--- src/rtl/noc_pm_fifo_endpoint_if.sv ---
// Bundles the NoC-side valid/ready streams and the PM-side async FIFO pointer/data
// links of the NoC-domain FIFO endpoint; master is the endpoint, slave is its environment.
interface noc_pm_fifo_endpoint_if #(
  parameter int unsigned AWIDTH      = 3,
  parameter int unsigned PACKET_SIZE = 85
);
  logic [PACKET_SIZE-1:0] noc_in_data_i;
  logic                   noc_in_valid_i;
  logic                   noc_in_ready_o;
  logic [PACKET_SIZE-1:0] noc_out_data_o;
  logic                   noc_out_valid_o;
  logic                   noc_out_ready_i;
  logic [PACKET_SIZE-1:0] noc_fifo_pm_in_data_o;
  logic [AWIDTH:0]        noc_fifo_pm_in_raddr_i;
  logic [AWIDTH:0]        noc_fifo_pm_in_waddr_o;
  logic [PACKET_SIZE-1:0] noc_fifo_pm_out_data_i;
  logic [AWIDTH:0]        noc_fifo_pm_out_raddr_o;
  logic [AWIDTH:0]        noc_fifo_pm_out_waddr_i;

  modport master (
    input  noc_in_data_i, noc_in_valid_i, noc_out_ready_i,
    input  noc_fifo_pm_in_raddr_i, noc_fifo_pm_out_data_i, noc_fifo_pm_out_waddr_i,
    output noc_in_ready_o, noc_out_data_o, noc_out_valid_o,
    output noc_fifo_pm_in_data_o, noc_fifo_pm_in_waddr_o, noc_fifo_pm_out_raddr_o
  );

  modport slave (
    output noc_in_data_i, noc_in_valid_i, noc_out_ready_i,
    output noc_fifo_pm_in_raddr_i, noc_fifo_pm_out_data_i, noc_fifo_pm_out_waddr_i,
    input  noc_in_ready_o, noc_out_data_o, noc_out_valid_o,
    input  noc_fifo_pm_in_data_o, noc_fifo_pm_in_waddr_o, noc_fifo_pm_out_raddr_o
  );
endinterface

--- src/rtl/noc_pm_fifo_endpoint.sv ---
// NoC-domain end of the NoC<->PM async FIFO pair: owns the PM-inbound storage (writer)
// and drains the PM-outbound FIFO (reader) through a one-entry registered output stage.
module noc_pm_fifo_endpoint #(
  parameter int unsigned NOC_ASYNC_FIFO_AWIDTH      = 3,
  parameter int unsigned NOC_ASYNC_FIFO_PACKET_SIZE = 85
) (
  input logic clk_noc_i,
  input logic reset_noc_i,
  noc_pm_fifo_endpoint_if.master bus
);
  localparam int unsigned AW    = NOC_ASYNC_FIFO_AWIDTH;
  localparam int unsigned PW    = AW + 1;
  localparam int unsigned DW    = NOC_ASYNC_FIFO_PACKET_SIZE;
  localparam int unsigned DEPTH = 1 << AW;

  typedef logic [PW-1:0] ptr_t;

  // Top two Gray bits inverted marks a write pointer one full lap ahead of the reader.
  localparam ptr_t FULL_MASK = ptr_t'(3) << (PW - 2);

  function automatic ptr_t bin2gray(input ptr_t b);
    return b ^ (b >> 1);
  endfunction

  // Low AW bits of gray2bin(g): binary bit i is the XOR of Gray bits i..MSB.
  function automatic logic [AW-1:0] gray2idx(input ptr_t g);
    logic [AW-1:0] idx;
    for (int i = 0; i < int'(AW); i++) begin
      idx[i] = ^(g >> i);
    end
    return idx;
  endfunction

  logic [DW-1:0] mem [DEPTH];

  ptr_t wbin, wgray, rsync_q1, rsync;
  ptr_t rbin, rgray, wsync_q1, wsync;
  logic full, empty, push, pop;
  logic          out_valid;
  logic [DW-1:0] out_data;

  assign full  = (wgray == (rsync ^ FULL_MASK));
  assign empty = (rgray == wsync);
  assign push  = bus.noc_in_valid_i && !full;
  assign pop   = !empty && (!out_valid || bus.noc_out_ready_i);

  assign bus.noc_in_ready_o          = !full;
  assign bus.noc_fifo_pm_in_waddr_o  = wgray;
  assign bus.noc_fifo_pm_out_raddr_o = rgray;
  assign bus.noc_out_valid_o         = out_valid;
  assign bus.noc_out_data_o          = out_data;

  // Read port for the PM domain: a pure mux on its own pointer (timing false path).
  assign bus.noc_fifo_pm_in_data_o = mem[gray2idx(bus.noc_fifo_pm_in_raddr_i)];

  // Two-flop synchronizers: the only points sampling the remote domain.
  always_ff @(posedge clk_noc_i) begin
    if (reset_noc_i) begin
      rsync_q1 <= '0;
      rsync    <= '0;
      wsync_q1 <= '0;
      wsync    <= '0;
    end else begin
      rsync_q1 <= bus.noc_fifo_pm_in_raddr_i;
      rsync    <= rsync_q1;
      wsync_q1 <= bus.noc_fifo_pm_out_waddr_i;
      wsync    <= wsync_q1;
    end
  end

  // Entry and pointer update on the same edge, so data is stable before the pointer is visible.
  always_ff @(posedge clk_noc_i) begin
    if (!reset_noc_i && push) begin
      mem[wbin[AW-1:0]] <= bus.noc_in_data_i;
    end
  end

  always_ff @(posedge clk_noc_i) begin
    if (reset_noc_i) begin
      wbin  <= '0;
      wgray <= '0;
    end else if (push) begin
      wbin  <= wbin + ptr_t'(1);
      wgray <= bin2gray(wbin + ptr_t'(1));
    end
  end

  // Outbound drain into a one-entry output register; refills in the cycle it is accepted.
  always_ff @(posedge clk_noc_i) begin
    if (reset_noc_i) begin
      rbin      <= '0;
      rgray     <= '0;
      out_valid <= 1'b0;
      out_data  <= '0;
    end else if (pop) begin
      rbin      <= rbin + ptr_t'(1);
      rgray     <= bin2gray(rbin + ptr_t'(1));
      out_valid <= 1'b1;
      out_data  <= bus.noc_fifo_pm_out_data_i;
    end else if (bus.noc_out_ready_i) begin
      out_valid <= 1'b0;
    end
  end
endmodule
--- src/flat_wrapper.sv ---
// flat-port wrapper written by rule: the top's interface ports become plain ports
module noc_pm_fifo_endpoint_flat 
#(
  parameter int unsigned NOC_ASYNC_FIFO_AWIDTH      = 3,
  parameter int unsigned NOC_ASYNC_FIFO_PACKET_SIZE = 85
)
  (clk_noc_i, reset_noc_i, bus_noc_in_data_i, bus_noc_in_valid_i, bus_noc_out_ready_i, bus_noc_fifo_pm_in_raddr_i, bus_noc_fifo_pm_out_data_i, bus_noc_fifo_pm_out_waddr_i, bus_noc_in_ready_o, bus_noc_out_data_o, bus_noc_out_valid_o, bus_noc_fifo_pm_in_data_o, bus_noc_fifo_pm_in_waddr_o, bus_noc_fifo_pm_out_raddr_o);
  noc_pm_fifo_endpoint_if bus_i ();
  input logic clk_noc_i;
  input logic reset_noc_i;
  input wire logic [$bits(bus_i.noc_in_data_i)-1:0] bus_noc_in_data_i;
  input wire logic [$bits(bus_i.noc_in_valid_i)-1:0] bus_noc_in_valid_i;
  input wire logic [$bits(bus_i.noc_out_ready_i)-1:0] bus_noc_out_ready_i;
  input wire logic [$bits(bus_i.noc_fifo_pm_in_raddr_i)-1:0] bus_noc_fifo_pm_in_raddr_i;
  input wire logic [$bits(bus_i.noc_fifo_pm_out_data_i)-1:0] bus_noc_fifo_pm_out_data_i;
  input wire logic [$bits(bus_i.noc_fifo_pm_out_waddr_i)-1:0] bus_noc_fifo_pm_out_waddr_i;
  output wire logic [$bits(bus_i.noc_in_ready_o)-1:0] bus_noc_in_ready_o;
  output wire logic [$bits(bus_i.noc_out_data_o)-1:0] bus_noc_out_data_o;
  output wire logic [$bits(bus_i.noc_out_valid_o)-1:0] bus_noc_out_valid_o;
  output wire logic [$bits(bus_i.noc_fifo_pm_in_data_o)-1:0] bus_noc_fifo_pm_in_data_o;
  output wire logic [$bits(bus_i.noc_fifo_pm_in_waddr_o)-1:0] bus_noc_fifo_pm_in_waddr_o;
  output wire logic [$bits(bus_i.noc_fifo_pm_out_raddr_o)-1:0] bus_noc_fifo_pm_out_raddr_o;
  assign bus_i.noc_in_data_i = bus_noc_in_data_i;
  assign bus_i.noc_in_valid_i = bus_noc_in_valid_i;
  assign bus_i.noc_out_ready_i = bus_noc_out_ready_i;
  assign bus_i.noc_fifo_pm_in_raddr_i = bus_noc_fifo_pm_in_raddr_i;
  assign bus_i.noc_fifo_pm_out_data_i = bus_noc_fifo_pm_out_data_i;
  assign bus_i.noc_fifo_pm_out_waddr_i = bus_noc_fifo_pm_out_waddr_i;
  assign bus_noc_in_ready_o = bus_i.noc_in_ready_o;
  assign bus_noc_out_data_o = bus_i.noc_out_data_o;
  assign bus_noc_out_valid_o = bus_i.noc_out_valid_o;
  assign bus_noc_fifo_pm_in_data_o = bus_i.noc_fifo_pm_in_data_o;
  assign bus_noc_fifo_pm_in_waddr_o = bus_i.noc_fifo_pm_in_waddr_o;
  assign bus_noc_fifo_pm_out_raddr_o = bus_i.noc_fifo_pm_out_raddr_o;
  noc_pm_fifo_endpoint #(.NOC_ASYNC_FIFO_AWIDTH(NOC_ASYNC_FIFO_AWIDTH), .NOC_ASYNC_FIFO_PACKET_SIZE(NOC_ASYNC_FIFO_PACKET_SIZE)) u_core (.clk_noc_i(clk_noc_i), .reset_noc_i(reset_noc_i), .bus(bus_i));
endmodule
--- config.mk ---
export PLATFORM = sky130hd
export DESIGN_NAME = noc_pm_fifo_endpoint_flat
export DESIGN_NICKNAME = d
export VERILOG_FILES = /design/src/rtl/noc_pm_fifo_endpoint_if.sv /design/src/rtl/noc_pm_fifo_endpoint.sv /design/src/flat_wrapper.sv
export SDC_FILE = /design/constraint.sdc
export NUM_CORES = 1
export LEC_CHECK = 0
export ABC_CLOCK_PERIOD_IN_PS = 7800
export CORE_ASPECT_RATIO = 0.6
export CORE_MARGIN = 3
export CORE_UTILIZATION = 40
export CTS_BUF_LIST = sky130_fd_sc_hd__clkbuf_4 sky130_fd_sc_hd__clkbuf_8
export DETAILED_ROUTE_END_ITERATION = 6
export REMOVE_ABC_BUFFERS = 1
export SYNTH_ARGS = -nofsm -noshare
export SYNTH_HDL_FRONTEND = slang
export SYNTH_SLANG_ARGS = --single-unit
--- constraint.sdc ---
create_clock -name clk_noc_i -period 7.8 [get_ports clk_noc_i]
set_input_delay 2.34 -clock clk_noc_i [delete_from_list [all_inputs] [get_ports clk_noc_i]]
set_output_delay 2.34 -clock clk_noc_i [all_outputs]
set_load 0.05 [all_outputs]
After elaboration in Yosys (flattened, before gate mapping)
Memories as Yosys holds them, arrays and structs flattened.
Index checks and enable logic that the tools add are counted.
{"block": "totals", "reg_bits": 118, "latchBits": 0, "ram_bits": 680, "rom_bits": 0, "input_bits": 182, "output_inout_bits": 180, "word_cells": 34, "mem_count": 1}
{"block": "classes", "n_addsub": 2, "n_mul": 0, "n_div": 0, "n_lt_le_gt_ge": 0, "n_eq_ne": 2, "shifts": 0, "mux": 4, "bitwise": 3, "reduce_logical": 12}
{"name": "u_core.mem", "depth": 8, "word_bits": 85, "rd": 1, "rd_clocked_by_memory_dff": 0, "wr": 1, "line_no": "noc_pm_fifo_endpoint.sv:34", "source": "logic [DW-1:0] mem [DEPTH];"}
{"operator": "parity 4 bit", "n": 3}
{"operator": "adder 4 x 1 -> 4 bit (second input constant)", "n": 2}
{"operator": "equality test 4 bit", "n": 2}
{"operator": "XOR 4 x 3 -> 4 bit", "n": 2}
{"operator": "zero test 1 bit", "n": 4}
{"operator": "2-to-1 mux 1 bit", "n": 4}
{"operator": "logical AND 1 bit", "n": 3}
{"operator": "inverter 2 bit", "n": 1}
{"operator": "nonzero test 2 bit", "n": 1}
{"operator": "logical OR 1 bit", "n": 1}

Depth between registers and ports, before layout
{"block": "logic_depth", "ltp_word": 7, "mapped_depth": 6, "depth_no_buf": 5}

Worst setup path before layout
OpenSTA, ideal clock, no wires.
{"block": "synth_timing", "kind": "input-to-reg", "from": "input reset_noc_i", "to": "memory u_core.mem[1][0] (netlist name), enable pin", "setup_ns": 0.529, "arrival_time_ns": 6.651, "required_time_ns": 7.271, "setup_slack_ns": 0.620, "stages": 4, "path_buffers": 1, "cell_sequence": "clkbuf_1 or2_2 or2_2 nor2_1"}
{"block": "synth_via", "elab_chain_cells": 4}
{"element": "from (decl)", "line_no": "flat_wrapper.sv:10", "source": "input logic reset_noc_i;"}
{"element": "zero test 1 bit", "line_no": "noc_pm_fifo_endpoint.sv:73", "source": "if (!reset_noc_i && push) begin"}
{"element": "logical AND 1 bit", "line_no": "noc_pm_fifo_endpoint.sv:73"}
{"element": "2-to-1 mux 1 bit", "line_no": "noc_pm_fifo_endpoint.sv:73"}
{"element": "2-to-1 mux 1 bit (implied by the code)", "line_no": "noc_pm_fifo_endpoint.sv:74", "source": "mem[wbin[AW-1:0]] <= bus.noc_in_data_i;"}
{"element": "to (decl)", "line_no": "noc_pm_fifo_endpoint.sv:34"}
No other way between the ends.

Worst setup path in the final report
{"block": "layout_timing", "from": "input bus_noc_fifo_pm_in_raddr_i[3]", "to": "output bus_noc_fifo_pm_in_data_o[62]"}
{"block": "layout_via", "elab_chain_cells": 2, "word_cells_on_any_way": 4, "classes_between": "reduce/logical (3); memory (1)"}
{"element": "from (decl)", "line_no": "flat_wrapper.sv:14", "source": "input wire logic [$bits(bus_i.noc_fifo_pm_in_raddr_i)-1:0] bus_noc_fifo_pm_in_raddr_i;"}
{"element": "parity 4 bit", "line_no": "noc_pm_fifo_endpoint.sv:29", "source": "idx[i] = ^(g >> i);"}
{"element": "memory (8 x 85 bit) (*)"}
{"element": "to (decl)", "line_no": "flat_wrapper.sv:20", "source": "output wire logic [$bits(bus_i.noc_fifo_pm_in_data_o)-1:0] bus_noc_fifo_pm_in_data_o;"}
Mark *: on every way between the ends. The rest lies on a longest branch, timed or not.

==> results.txt <==
status: complete, no violations
cell total after placement: 2776
worst path arrival time: 5.11 ns
synthesized area per cell: 19.9 sq um
aggregate global routing overflow: 0
largest net degree at the start of global routing: 87
Crit Path Class: input pin to output port
Ys Warns: 0
number of distinct library cells after synthesis: 33
maximum vdd drop: 0.199 mV
number of global-route vias before repair: 16300
first-pass GRT wire length: 106000 um
DIE AREA: 77600 sq um
Power Internal: 0.00717 W
Primary FF master, synth: edfxtp_1
CTS clk-pin slew, worst paths: 0.06 ns
I/O Pins: 362
Clock Path Buffers: 3
die width: 358 um
post-cts resize count: 0
net switching power: 0.00284 W
cell taking the most area after synthesis: edfxtp_1
Initial Util: 40.9%
Logic pwr share: 18.8%
clock network power share: 32.3%
Util after Layout: 50.5%
layout cell share with drive strength beyond 1: 27.3%
sw frac: 28.4%
setup violators final: 0
area taken by multi-input logic gates: 6590 sq um
Avg WL per Cell: 23.7 um
Syn Inst Count: 1494
Syn-to-layout area delta: 23.6%
vias per cell: 5.14
Worst setup SP type: input pin
clk_lat worst skew: 0.72 ns
Post-synth top cells: 680 x edfxtp_1, 178 x nand2_1, 170 x mux4_2
largest cells by area after synthesis: edfxtp_1 69%, mux4_2 13%, dfxtp_1 7.8%, mux2_2 3.2%, nand2_1 2.3%
CTS buffer count: 115
Final ANT Viol Nets: 0
worst rel slew slack: 33.2%
Nets: 2102
crit path time final: 7.45 ns
Root Driver: clkbuf_8
Post-synth EDFFs: 680
First-pass DRT Iterations: 5
Setup Buffers After CTS: 0
Finished Layout Cells: 2986
Initial DRC Count: 1072
initial antenna violation count: 6
share of power burned in registers: 48.9%
top cell type's share of synthesized area: 68.8%
total of max-cap violations: 0
mapped cell area: 29700 sq um
gp weighted congestion: 0.860
FF/Latch Area: 22700 sq um
sequential fraction of the synthesis area: 76.6%
Hold Buf Count CTS: 0
hpwl dp: 41600 um
P_leak: 12.0 nW
H-tree levels: 3
cell row count: 76
Core ar.: 72600 sq um
routed vias: 15300
pre-CTS setup slack: 0.318 ns
DRC: 0
power per cell area: 273 nW/um^2
Die Height: 217 um
fmax: 134 MHz
RSZ-0062 raised after global routing: no
final worst setup slack: 0.346 ns
Routed WL: 70900 um
Max Transition Viols Final: 0
number of port buffers: 361
Final Cycle Share: 95.6%
CTS sink cnt: 796
most common cell in the netlist: edfxtp_1
final hold violation count: 0
CP Capture Type: output port
GRT Overall Usage: 18.4%
Fin Clk Skew: 0.0435 ns
Tot Pwr: 0.0100 W
Crit Path Max Fanout: 38
number of synthesized register bits: 796
Required @ worst endpoint: 5.46 ns
TritonCTS clock tree: yes
worst slew pin tran: 1.00 ns
Hold WC Path Type: flop to flop
FFs w/ async S/R, synth: 0%
fillers: 5877
-- logic make-up after synthesis --
logic type / count (synthesis) / share of synthesized area (%)
XOR/XNOR: 20 / 0.616
multiplexers: 260 / 16.3
AND/OR/NAND/NOR: 226 / 3.15
AO/OA/AOI/OAI: 102 / 1.78
adder cells (fa/ha/maj): 2 / 0.0843
flip-flops: 796 / 76.6
buffers and inverters: 88 / 1.43
-- sequential cells by signal, indices dropped and copies added (netlist names), 4 cells and up --
name	cells
u_core.mem	680
u_core.bus.noc_out_data_o	85
u_core.bus.noc_fifo_pm_in_waddr_o	4
u_core.bus.noc_fifo_pm_out_raddr_o	4
u_core.rsync	4
u_core.rsync_q1	4
u_core.wsync	4
u_core.wsync_q1	4
-- power groups by stage --
stage / clock, W / combinational, W / sequential (W)
6_report: 0.00324 / 0.00188 / 0.00489
5_1_grt: 0.00354 / 0.00199 / 0.00491
4_1_cts: 0.00335 / 0.00190 / 0.00489
3_5_place_dp: 0 / 0.00190 / 0.00498
3_3_place_gp: 0 / 0.00188 / 0.00497
2_1_floorplan: 0 / 0.000812 / 0.00538
-- final cells by class --
| type | instances | share of cell area, % |
|---|---|---|
| Clock buffer | 164 | 5.49 |
| Timing Repair Buffer | 391 | 10.5 |
| Clock inverter | 43 | 0.648 |
| Tap cell | 975 | 3.33 |
| Inverter | 4 | 0.0410 |
| Sequential cell | 796 | 62.0 |
| Multi-Input combinational cell | 610 | 18.0 |
| Antenna cell | 3 | 0.0205 |
-- routing by layer --
metal	vias to the layer above	part of all wire [%]	routed length, um	track usage [%]
li1	6773	-	-	-
met5	-	0.059	42	0
met1	8016	45	31900	26.2
met3	120	6.7	4750	5.18
met2	432	46	32700	28.1
met4	6	2.1	1500	4.98
-- final timing paths --
| path | to | slack [ns] | from | cells past startpoint |
|---|---|---|---|---|
| setup / recovery | bus_noc_fifo_pm_in_data_o[62] | 0.35 | bus_noc_fifo_pm_in_raddr_i[3] | 6 |
| setup reg to reg | u_core.mem[2][30] | 4.92 | u_core.bus.noc_fifo_pm_in_waddr_o[3] | 5 |
| hold / removal | u_core.wsync[0] | 0.44 | u_core.wsync_q1[0] | 1 |
| hold reg to reg | u_core.wsync[0] | 0.44 | u_core.wsync_q1[0] | 1 |
-- critical path, cell delays in order --
cell	delay, ns
clkdlybuf4s50_1	0.59
xor2_4	0.29
buf_12	0.31
mux4_2	0.53
mux2_2	0.31
clkdlybuf4s50_1	0.71
-- cell usage in the layout, fill, tap and decap left out, types with 3 or more instances in the layout --
cell             Yosys  routed
clkbuf_4             0      39
edfxtp_1           680     680
buf_4                9      84
xnor2_1             12      12
nor2_1              15       7
inv_1                4       4
clkinv_1             0      26
or2_2                3       3
xor2_1               7       7
nor2b_1             16      16
mux2_2              85      85
clkdlybuf4s50_1      0     293
a21oi_1             94      94
mux2i_1              5       5
clkbuf_8             0     125
buf_12               0      13
nand2_1            178     178
nor2_4               0       8
or3_1                4       4
dfxtp_1            116     116
clkinv_2             0      13
mux4_2             170     170
diode_2              0       3
o21ai_0              4       4
-- per-stage QoR --
stage               hold WS [ns]  cell area (sq um)  TNS (ns)
finish                     0.435              36700         0
global route               0.449              36700         0
CTS                        0.437              36700         0
detailed placement         0.425              34400         0
global placement           0.419              34400         0
floorplan                  0.414              29300   -414.34
(Power assumes the default switching activity.)
==> patch, RTL diff (same settings) <==
Make the reset (`reset_noc_i`) asynchronous in 3 clocked blocks.
--- a/src/rtl/noc_pm_fifo_endpoint.sv
+++ b/src/rtl/noc_pm_fifo_endpoint.sv
@@ -56,3 +56,3 @@
   // Two-flop synchronizers: the only points sampling the remote domain.
-  always_ff @(posedge clk_noc_i) begin
+  always_ff @(posedge clk_noc_i or posedge reset_noc_i) begin
     if (reset_noc_i) begin
@@ -77,3 +77,3 @@
 
-  always_ff @(posedge clk_noc_i) begin
+  always_ff @(posedge clk_noc_i or posedge reset_noc_i) begin
     if (reset_noc_i) begin
@@ -88,3 +88,3 @@
   // Outbound drain into a one-entry output register; refills in the cycle it is accepted.
-  always_ff @(posedge clk_noc_i) begin
+  always_ff @(posedge clk_noc_i or posedge reset_noc_i) begin
     if (reset_noc_i) begin
Check against the original RTL: differs if reset_noc_i is asserted again (counterexample within 4 cycles, from zero or initial values and one cycle with reset_noc_i high); with reset_noc_i held inactive, the same outputs for 4 cycles.
==> patch against the original RTL <==
- sequential cell count stayed put
- worst setup slack improved by 0.23 ns
- total power is 9.9% higher
- maximum frequency grew 3.2%
- combinational power grew 34%
- utilization down 0.31 points
- wire length shrank 7.0%
- synthesized cell count is 15% lower
- design area increased by 1.9%
- area after synthesis increased by 2.2%
==> patch: results (changes against the original RTL) <==
VDD IR-drop max=0.1589 mV (was 0.1995 mV); DP HPWL=38030 µm (was 41580 µm); DP Area=35110 µm² (was 34400 µm²); GPL Wtd Cong=0.7355 (was 0.8598); Arrival @ worst endpoint=4.88 ns (was 5.11 ns); multiplexer share of the synthesized area=0.2037 (was 0.1630); post-synthesis compound-gate area fraction=0.001362 (was 0.01779); WHS Path Cells=0 (was 1); placed insts=2587 (was 2776); Leak Pwr=0.01272 µW (was 0.01199 µW); Nets=1901 (was 2102); min-delay src=u_core.rsync_q1[1] (was u_core.wsync_q1[0]); Max stage delay on crit path=0.51 ns (was 0.71 ns); initial antenna violation count=8 (was 6); sequential fraction of the synthesis area=0.7693 (was 0.7664); Total Routed Length=65920 µm (was 70910 µm); Place WS=0.5431 ns (was 0.3184 ns); ranking of synthesized cells by area=edfxtp_1 (67%), dfrtp_1 (9.6%), mux4_1 (8.7%), mux2_2 (6.2%), mux4_2 (5.2%) (was edfxtp_1 (69%), mux4_2 (13%), dfxtp_1 (7.8%), mux2_2 (3.2%), nand2_1 (2.3%)); Power Dens Cells=294.7 nW/µm² (was 273.1 nW/µm²); Max-slew headroom=0.1922 (was 0.3320); XOR/XNOR Fraction of Synth Area=0.007470 (was 0.006156); layout cell share with drive strength beyond 1=0.2921 (was 0.2729); r2r setup slk=4.99 ns (was 4.92 ns); initial DRC count=866 (was 1072); most frequent cells after synthesis=edfxtp_1 (680), mux2_2 (168), dfrtp_1 (116), mux4_1 (100), mux4_2 (70) (was edfxtp_1 (680), nand2_1 (178), mux4_2 (170), dfxtp_1 (116), a21oi_1 (94)); Cells after Synth=1263 (was 1494); Netlist cell types=28 (was 33); Seq pwr share=0.480 (was 0.489); CTS Root Cell=clkbuf_8 (unchanged); Final Instance Area=37350 µm² (was 36660 µm²); outcome=completed (unchanged); Async S/R FF share, synth=0.1457 (was 0); Max FO, Critical Path=48 (was 38); fillers=5951 (was 5877); Sw Ratio=0.2972 (was 0.2841); Cell Count, Final, Fillers Out=2791 (was 2986); hold slack final=0.3418 ns (was 0.4355 ns); vias in the first global route=15420 (was 16340)
## patch: cell count changes after synthesis, moves of 21 or more
cell,delta
a21oi_1,-94
clkbuf_1,-21
dfrtp_1,+116
dfxtp_1,-116
mux2_2,+83
mux4_1,+100
mux4_2,-100
nand2_1,-170
## patch: final cells by class
| cell class | instances | area share |
|---|---|---|
| repair buffers | 397 | 0.1035 |
| inverters | 2 | 0.0002680 |
| well taps | 987 | 0.03306 |
| diodes | 3 | 0.0002010 |
| flip-flops and latches | 796 | 0.6244 |
| clock inverters | 36 | 0.005460 |
| clock buffers | 165 | 0.05427 |
| multi-input cells | 405 | 0.1788 |
## patch: layer usage
layer  global-route usage  vias up  routed length (µm)
met1               0.2276     7589               29700
li1                     -     6258                   -
met2               0.2659      280               31580
met3              0.04768      103                3421
met5                    0        -                  64
met4              0.04400       10                1151
## patch: how the worst max path moves through the flow
stage | to | depth (start not counted) | start | slack, ns
after floorplan | u_core.mem[4][0] | 3 | reset_noc_i | -3.96
after global placement | bus_noc_fifo_pm_in_data_o[52] | 7 | bus_noc_fifo_pm_in_raddr_i[3] | 0.56
after detailed placement | bus_noc_fifo_pm_in_data_o[52] | 7 | bus_noc_fifo_pm_in_raddr_i[3] | 0.54
after CTS | bus_noc_fifo_pm_in_data_o[52] | 7 | bus_noc_fifo_pm_in_raddr_i[3] | 0.54
after global routing | bus_noc_fifo_pm_in_data_o[36] | 7 | bus_noc_fifo_pm_in_raddr_i[3] | 0.45
final | bus_noc_fifo_pm_in_data_o[52] | 7 | bus_noc_fifo_pm_in_raddr_i[3] | 0.58
## patch: worst register-to-register path: stages (launching register included)
cell and delay, ns:
dfrtp_1 0.44, xor2_1 0.18, nand4_1 0.19, nand4_1 0.39
nor3_2 0.27, buf_4 0.85
